### src/rtl/y86_pkg.sv
// Shared definitions for the Y86-64 sequential core controller:
// architectural status codes, opcode constants and sequencer states.
package y86_pkg;

  localparam logic [2:0] STAT_AOK = 3'd1;
  localparam logic [2:0] STAT_HLT = 3'd2;
  localparam logic [2:0] STAT_ADR = 3'd3;
  localparam logic [2:0] STAT_INS = 3'd4;

  localparam logic [3:0] I_HALT   = 4'h0;
  localparam logic [3:0] I_NOP    = 4'h1;
  localparam logic [3:0] I_RRMOVQ = 4'h2;
  localparam logic [3:0] I_IRMOVQ = 4'h3;
  localparam logic [3:0] I_RMMOVQ = 4'h4;
  localparam logic [3:0] I_MRMOVQ = 4'h5;
  localparam logic [3:0] I_OPQ    = 4'h6;
  localparam logic [3:0] I_JXX    = 4'h7;
  localparam logic [3:0] I_CALL   = 4'h8;
  localparam logic [3:0] I_RET    = 4'h9;
  localparam logic [3:0] I_PUSHQ  = 4'hA;
  localparam logic [3:0] I_POPQ   = 4'hB;

  typedef enum logic [2:0] {
    S_IDLE, S_FETCH, S_DECODE, S_EXECUTE, S_MEMORY, S_WRITEBACK, S_PCUPD, S_HALT
  } seq_state_t;

  // Opcodes that touch data memory and therefore need the MEMORY stage.
  function automatic logic needs_mem(input logic [3:0] ic);
    return (ic == I_RMMOVQ) || (ic == I_MRMOVQ) || (ic == I_CALL) ||
           (ic == I_RET)    || (ic == I_PUSHQ)  || (ic == I_POPQ);
  endfunction

endpackage

### src/rtl/y86_ack_timer.sv
// Down-counter bounding how long the sequencer waits for a memory ack;
// reloaded while no request is outstanding, flags the last allowed cycle.
module y86_ack_timer
  import y86_pkg::*;
#(
  parameter int TIMEOUT = 16
) (
  input  logic clk,
  input  logic rst_n,
  input  logic load,
  input  logic dec,
  output logic expired
);

  localparam int CW = $clog2(TIMEOUT + 1);

  logic [CW-1:0] cnt;

  always_ff @(posedge clk or negedge rst_n) begin
    if (!rst_n) begin
      cnt <= CW'(TIMEOUT);
    end else if (load) begin
      cnt <= CW'(TIMEOUT);
    end else if (dec && (cnt != '0)) begin
      cnt <= cnt - CW'(1);
    end
  end

  assign expired = (cnt == CW'(1));

endmodule

### src/rtl/y86_seq_ctrl.sv
// Multi-cycle stage sequencer: steps each instruction through the six stages,
// owns the imem/dmem handshakes, tracks status and counts retirements.
module y86_seq_ctrl
  import y86_pkg::*;
#(
  parameter int CNT_W   = 32,
  parameter int TIMEOUT = 16
) (
  input  logic             clk,
  input  logic             rst_n,
  input  logic             start,
  output logic             imem_req,
  input  logic             imem_ack,
  input  logic             imem_err,
  input  logic [3:0]       icode,
  input  logic             instr_valid,
  output logic             dmem_req,
  input  logic             dmem_ack,
  input  logic             dmem_err,
  output logic             decode_en,
  output logic             exec_en,
  output logic             wb_en,
  output logic             pc_we,
  output logic [2:0]       stat,
  output logic             busy,
  output logic [CNT_W-1:0] retired
);

  seq_state_t state;
  logic [3:0] icode_q;
  logic       tmo;

  // FETCH and MEMORY are never back to back, so reloading whenever no request
  // is outstanding gives every wait a fresh budget from its first cycle.
  y86_ack_timer #(.TIMEOUT(TIMEOUT)) u_timer (
    .clk     (clk),
    .rst_n   (rst_n),
    .load    (!(imem_req || dmem_req)),
    .dec     ((imem_req && !imem_ack) || (dmem_req && !dmem_ack)),
    .expired (tmo)
  );

  always_ff @(posedge clk or negedge rst_n) begin
    if (!rst_n) begin
      state     <= S_IDLE;
      icode_q   <= I_HALT;
      imem_req  <= 1'b0;
      dmem_req  <= 1'b0;
      decode_en <= 1'b0;
      exec_en   <= 1'b0;
      wb_en     <= 1'b0;
      pc_we     <= 1'b0;
      stat      <= STAT_AOK;
      busy      <= 1'b0;
      retired   <= '0;
    end else begin
      case (state)
        S_IDLE: begin
          if (start) begin
            state    <= S_FETCH;
            imem_req <= 1'b1;
            busy     <= 1'b1;
          end
        end
        S_FETCH: begin
          if (imem_ack) begin
            imem_req <= 1'b0;
            if (imem_err || !instr_valid || (icode == I_HALT)) begin
              state <= S_HALT;
              busy  <= 1'b0;
              if (imem_err)           stat <= STAT_ADR;
              else if (!instr_valid)  stat <= STAT_INS;
              else begin
                stat    <= STAT_HLT;
                retired <= retired + CNT_W'(1);
              end
            end else begin
              icode_q   <= icode;
              state     <= S_DECODE;
              decode_en <= 1'b1;
            end
          end else if (tmo) begin
            imem_req <= 1'b0;
            state    <= S_HALT;
            stat     <= STAT_ADR;
            busy     <= 1'b0;
          end
        end
        S_DECODE: begin
          decode_en <= 1'b0;
          exec_en   <= 1'b1;
          state     <= S_EXECUTE;
        end
        S_EXECUTE: begin
          exec_en <= 1'b0;
          if (needs_mem(icode_q)) begin
            state    <= S_MEMORY;
            dmem_req <= 1'b1;
          end else begin
            state <= S_WRITEBACK;
            wb_en <= 1'b1;
          end
        end
        S_MEMORY: begin
          if ((dmem_ack && dmem_err) || (!dmem_ack && tmo)) begin
            dmem_req <= 1'b0;
            state    <= S_HALT;
            stat     <= STAT_ADR;
            busy     <= 1'b0;
          end else if (dmem_ack) begin
            dmem_req <= 1'b0;
            state    <= S_WRITEBACK;
            wb_en    <= 1'b1;
          end
        end
        S_WRITEBACK: begin
          wb_en <= 1'b0;
          pc_we <= 1'b1;
          state <= S_PCUPD;
        end
        S_PCUPD: begin
          pc_we    <= 1'b0;
          retired  <= retired + CNT_W'(1);
          imem_req <= 1'b1;
          state    <= S_FETCH;
        end
        default: begin
          state <= S_HALT;
        end
      endcase
    end
  end

endmodule

### config.mk
export PLATFORM = sky130hd
export DESIGN_NAME = y86_seq_ctrl
export DESIGN_NICKNAME = d
export VERILOG_FILES = /design/src/rtl/y86_pkg.sv /design/src/rtl/y86_ack_timer.sv /design/src/rtl/y86_seq_ctrl.sv
export SDC_FILE = /design/constraint.sdc
export NUM_CORES = 1
export LEC_CHECK = 0
export BUFFER_PORTS_ARGS = -buffer_cell sky130_fd_sc_hd__buf_2
export CORE_MARGIN = 4
export CORE_UTILIZATION = 54
export DETAILED_ROUTE_END_ITERATION = 10
export MAX_ROUTING_LAYER = met4
export PLACE_DENSITY = 0.79
export SLEW_MARGIN = 0
export SYNTH_ARGS = -nofsm -noshare
export SYNTH_HDL_FRONTEND = slang
export SYNTH_SLANG_ARGS = --single-unit
### constraint.sdc
create_clock -name clk -period 2.5 [get_ports clk]
set_input_delay 0.125 -clock clk [delete_from_list [all_inputs] [get_ports clk]]
set_output_delay 0.125 -clock clk [all_outputs]
set_load 0.01 [all_outputs]
After elaboration in Yosys (flattened, before gate mapping)
Index checks and enable logic that the tools add are counted.
{"block": "totals", "register_bits": 54, "inputBits": 12, "out_inout_bits": 42, "word_cells": 125}
{"block": "op_classes", "addsub": 2, "eq_ne": 28, "n_mux": 43, "bitwise": 1, "reduce_logical": 39}
{"cell": "2-to-1 mux 32 bit", "n": 4}
{"cell": "case mux 32 bit (2 select lines)", "n": 1}
{"cell": "2-to-1 mux 3 bit", "n": 12}
{"cell": "adder 32 x 1 -> 32 bit (second input constant)", "n": 1}
{"cell": "!= test 2 bit (second input constant)", "n": 11}
{"cell": "case mux 3 bit (7 select lines)", "n": 1}
{"cell": "equality test 4 bit (second input constant)", "n": 4}
{"cell": "2-to-1 mux 1 bit", "n": 15}
{"cell": "AND reduction 3 bit", "n": 5}
{"cell": "nonzero test 2 bit", "n": 6}
{"cell": "logical OR 1 bit", "n": 10}
{"cell": "2-to-1 mux 5 bit", "n": 2}
{"cell": "AND reduction 5 bit", "n": 2}
{"cell": "equality test 3 bit (second input constant)", "n": 3}
{"cell": "!= test 3 bit (second input constant)", "n": 3}
{"cell": "case mux 1 bit (3 select lines)", "n": 3}
{"cell": "nonzero test 3 bit", "n": 3}
{"cell": "equality test 4 x 3 -> 1 bit (second input constant)", "n": 2}
{"cell": "case mux 1 bit (2 select lines)", "n": 4}
{"cell": "AND reduction 4 bit", "n": 2}
{"cell": "equality test 3 x 2 -> 1 bit (second input constant)", "n": 2}
{"cell": "case mux 3 bit (2 select lines)", "n": 1}
{"cell": "equality test 5 x 1 -> 1 bit (second input constant)", "n": 1}
{"cell": "logical AND 1 bit", "n": 5}
{"cell": "8 further kinds", "n": 10}

Logic depth before layout (Yosys ltp)
{"block": "logic_depth", "depth_word": 8, "mapped_depth": 7, "mapped_depth_nobuf": 7}

Hierarchy
Synthesis repeated with hierarchy kept, for this count alone.
{"block": "hier_totals", "cells_unflattened": 267, "area_unflattened_um2": 2819.0}
{"mod": "y86_seq_ctrl", "n_inst": 1, "cells_per_inst": 237, "area_each_um2": 2528.7}
{"mod": "y86_ack_timer", "n_inst": 1, "cells_per_inst": 30, "area_each_um2": 290.3}

Worst setup path before layout
OpenSTA, ideal clock, no wires.
{"block": "synth_path", "path_type": "register to register", "start": "register state[2]", "end": "register retired[11]", "t_arrival_ns": 2.078, "required_time_ns": 2.421, "path_slack_ns": 0.342, "path_stages_with_launch": 7, "synth_period_minus_slack_ns": 2.158, "path_cell_list": "dfrtp_1 > buf_6 > or3b_4 > o41a_1 > or3_4 > nor2_1 > xor2_1"}
{"block": "synth_via", "elab_chain_cells": 3}
{"item": "from (decl)", "line": "y86_seq_ctrl.sv:29", "text": "seq_state_t state;"}
{"item": "from (signal assigned)", "line": "y86_seq_ctrl.sv:45", "text": "state <= S_IDLE;"}
{"item": "from (signal assigned)", "line": "y86_seq_ctrl.sv:60", "text": "state <= S_FETCH;"}
{"item": "from (signal assigned)", "line": "y86_seq_ctrl.sv:69", "text": "state <= S_HALT;"}
{"item": "equality test 3 x 1 -> 1 bit or equality test 3 bit (tied branches)", "line": "y86_seq_ctrl.sv:57", "text": "case (state)"}
{"item": "!= test 2 bit (no source line) or nonzero test 2 bit (tied branches)"}
{"item": "AND reduction 5 bit (no source line)"}
{"item": "to (signal assigned)", "line": "y86_seq_ctrl.sv:75", "text": "retired <= retired + CNT_W'(1);"}
{"item": "to (signal assigned)", "line": "y86_seq_ctrl.sv:123", "text": "retired <= retired + CNT_W'(1);"}
{"item": "to (decl)", "line": "y86_seq_ctrl.sv:26", "text": "output logic [CNT_W-1:0] retired"}
Parallel ways exist; a longest one is shown, timed or not.
A chain may end at the register's enable or synchronous reset.

Worst setup path in the final report
{"block": "layout_path", "start": "register state[2]", "end": "register retired[19]"}
Same word-level chain as after synthesis.

==> impl_metrics.yaml <==
yosys:
  yosysSeqAreaShare_pct: 50.76
  synth_nets: 272
  yosysUniqueCellTypes: 45
  avgSynthCellArea_um2: 10.22
  postSynthCellCount: 256
  yosysWarnings: 0
  synth_ff_type: "dfrtp_1"
  synth-edff-count: 0
  async_flop_share_pct: 100.0
  ys_ff_latch: 53
  syn_area_um2: 2618
job:
  cap_violations: 0
drt:
  routedWlPerCell_um: 13.99
  vias: 2058
  dr.pass1.iters: 4
  drtIter0Drc: 148
  drc_errors: 0
  drtAntennaViolNets: 0
  route.final.wire_length_um: 5360
  post_drt_via_cell_ratio: 5.373
floorplanning:
  pin_count: 54
  placementRows: 25
  core_um2: 4723
  die-area_um2: 6025
  initial_core_util_pct: 55.42
  fp.dieW_um: 77.62
  die_y_um: 77.62
worst_setup_path:
  cpLargestDelayFamily: "simple AND/OR/NAND/NOR gates"
  cpMaxStageDelayCell: "o41a_1"
  worst_ep_required_time_ns: 2.68
  critical_path.max_stage_delay_ns: 0.51
  cp.arrival_ns: 2.42
  crit_fanout: 6
  cp_cell_sequence: "or3b_4 -> o41a_1 -> nor3_2 -> nand4_1 -> xnor2_1"
  cp-end-kind: "register"
  cp_num_buf_inv: 0
  start_kind: "register"
  path_class: "register to register"
sta:
  finalSetupViolations: 0
  hold_viol: 0
  fin_skew_ns: 0.008635
  rsz0062_at_grt: "false"
  setup-tns-final_ns: 0
  timing.slew.headroom_pct: 65.86
  period_share_pct: 89.48
  report.final.slew_viol_count: 0
  clock.fmax_mhz: 447.0
  worstMarginPinSlew_ns: 0.5121
  period_minus_slack_ns: 2.237
clock_tree:
  clk_path_buf_depth: 2
  cts-htree-levels: 2
  clock_latency_ns: 0.30
  ctsResizeCount: 0
  root_buffer: "clkbuf_8"
  numCtsBuffers: 5
  cts_tree: "done"
  clk_pin_slew_ns: 0.09
  cts_setup_buffers: 0
  hold_buffers: 1
  cts_sinks: 53
grt:
  grt_pass1_vias: 2094
  grt_pass1_wl_um: 9487
  track_usage_pct: 20.06
  antenna_found_initial: 0
  grt-ovfl-total: 0
  grt_max_degree: 35
placed_design:
  dp_hpwl_um: 3978
  portBuffers: 53
  placed_cell_area_um2: 2969
  gp_congestion: 0.8366
  place_inst: 374
hold_path:
  hp-class: "input pin to register"
final_layout:
  drive_gt1_share_pct: 23.73
  finish.instance_area_um2: 3059
  antenna_cells: 0
  fillCellCount: 395
  fin_util_pct: 64.77
  area_delta_synth_final_pct: 16.87
  final_nets: 331
  finalNonFillerCells: 383
power:
  power.density_nw_per_um2: 872.4
  power_mw: 2.669
  vdd_drop_max_uv: 551.1
  leakagePower_nw: 1.430
outcome:
  status: "finished, final reports clean"
[kinds of logic after synthesis]
logic type	after synthesis	share of synthesized area (%)
flip-flops	53	50.76
AO/OA/AOI/OAI	36	9.370
adder cells (fa/ha/maj)	4	1.912
buffers and inverters	19	3.059
multiplexers	4	1.625
XOR/XNOR	35	11.71
AND/OR/NAND/NOR	105	21.56
[report_power, final]
| group | leakage (nW) | total [mW] | switching, mW | internal [mW] |
|---|---|---|---|---|
| Clock | 0.0395 | 0.457 | 0.257 | 0.199 |
| Sequential | 0.659 | 1.22 | 0.163 | 1.06 |
| Combinational | 0.731 | 0.990 | 0.566 | 0.424 |
| Total | 1.43 | 2.67 | 0.986 | 1.68 |
[through the flow]
step / worst slack, ns / hold WS [ns]
final: 0.2631 / 0.03247
after floorplan: 0.3425 / -0.1706
after global placement: 0.3246 / 0.1046
after detailed placement: 0.2879 / 0.1112
after CTS: 0.2716 / 0.02791
after global routing: 0.1672 / 0.06168
[cells in the mapped netlist, types with 5 or more instances]
| master | n | area [um^2] |
|---|---|---|
| dfrtp_1 | 51 | 1276 |
| xnor2_1 | 25 | 219.0 |
| nor2_1 | 22 | 82.58 |
| nand2_1 | 19 | 71.32 |
| nand3_1 | 16 | 80.08 |
| inv_1 | 12 | 45.04 |
| o21ai_0 | 12 | 60.06 |
| xor2_1 | 10 | 87.58 |
| a21oi_1 | 8 | 40.04 |
| nand4_1 | 8 | 50.05 |
| nor3_1 | 7 | 35.03 |
| and3_1 | 5 | 31.28 |
| clkbuf_1 | 5 | 18.77 |
[final timing paths]
path,from,endpoint,slack [ns],cells after the start
hold reg to reg,retired[31],retired[31],0.47,1
min in group asynchronous,rst_n,pc_we,0.30,2
setup reg to reg,state[2],retired[19],0.26,5
hold / removal,icode[2],icode_q[2],0.03,3
max in group asynchronous,rst_n,stat[0],1.37,3
setup / recovery,state[2],retired[19],0.26,5
[layout make-up]
type	count	area (um^2)	area share (%)
flip-flops and latches	53	1329	43.44
multi-input cells	184	1209	39.51
repair buffers	59	312.8	10.22
well taps	67	83.83	2.740
clock buffers	8	80.08	2.618
inverters	12	45.04	1.472
[routing by layer]
metal  vias up  global-route usage, %  share of wire (%)
met5         -                      -                  0
met1       980                  26.20                 46
met3         9                  5.452                5.6
met4         0                  5.160                1.6
met2        63                  31.08                 46
li1       1006                      -                  -
[placed cells by master (no fill, tap or decap), drive strengths merged, types with 8 or more instances in the layout]
master / Yosys / routed
clkbuf: 6 / 8
nor2: 22 / 22
inv: 12 / 12
nand2: 19 / 19
xnor2: 25 / 25
a21oi: 8 / 8
xor2: 10 / 10
o21ai: 12 / 12
nor3: 9 / 9
nand4: 8 / 8
dfrtp: 51 / 51
nand3: 16 / 16
buf: 1 / 58
[worst register-to-register path: stages (launching register included)]
cell and delay [ns]:
dfrtp_1 0.39, or3b_4 0.43, o41a_1 0.51, nor3_2 0.45, nand4_1 0.17, xnor2_1 0.16
[state kept, by name, summed over array words and instances, names as in the netlist]
name	count
busy	1
decode_en	1
dmem_req	1
exec_en	1
icode_q	3
imem_req	1
pc_we	1
retired	32
stat	3
state	3
u_timer.cnt	5
wb_en	1
(Power assumes the default switching activity.)
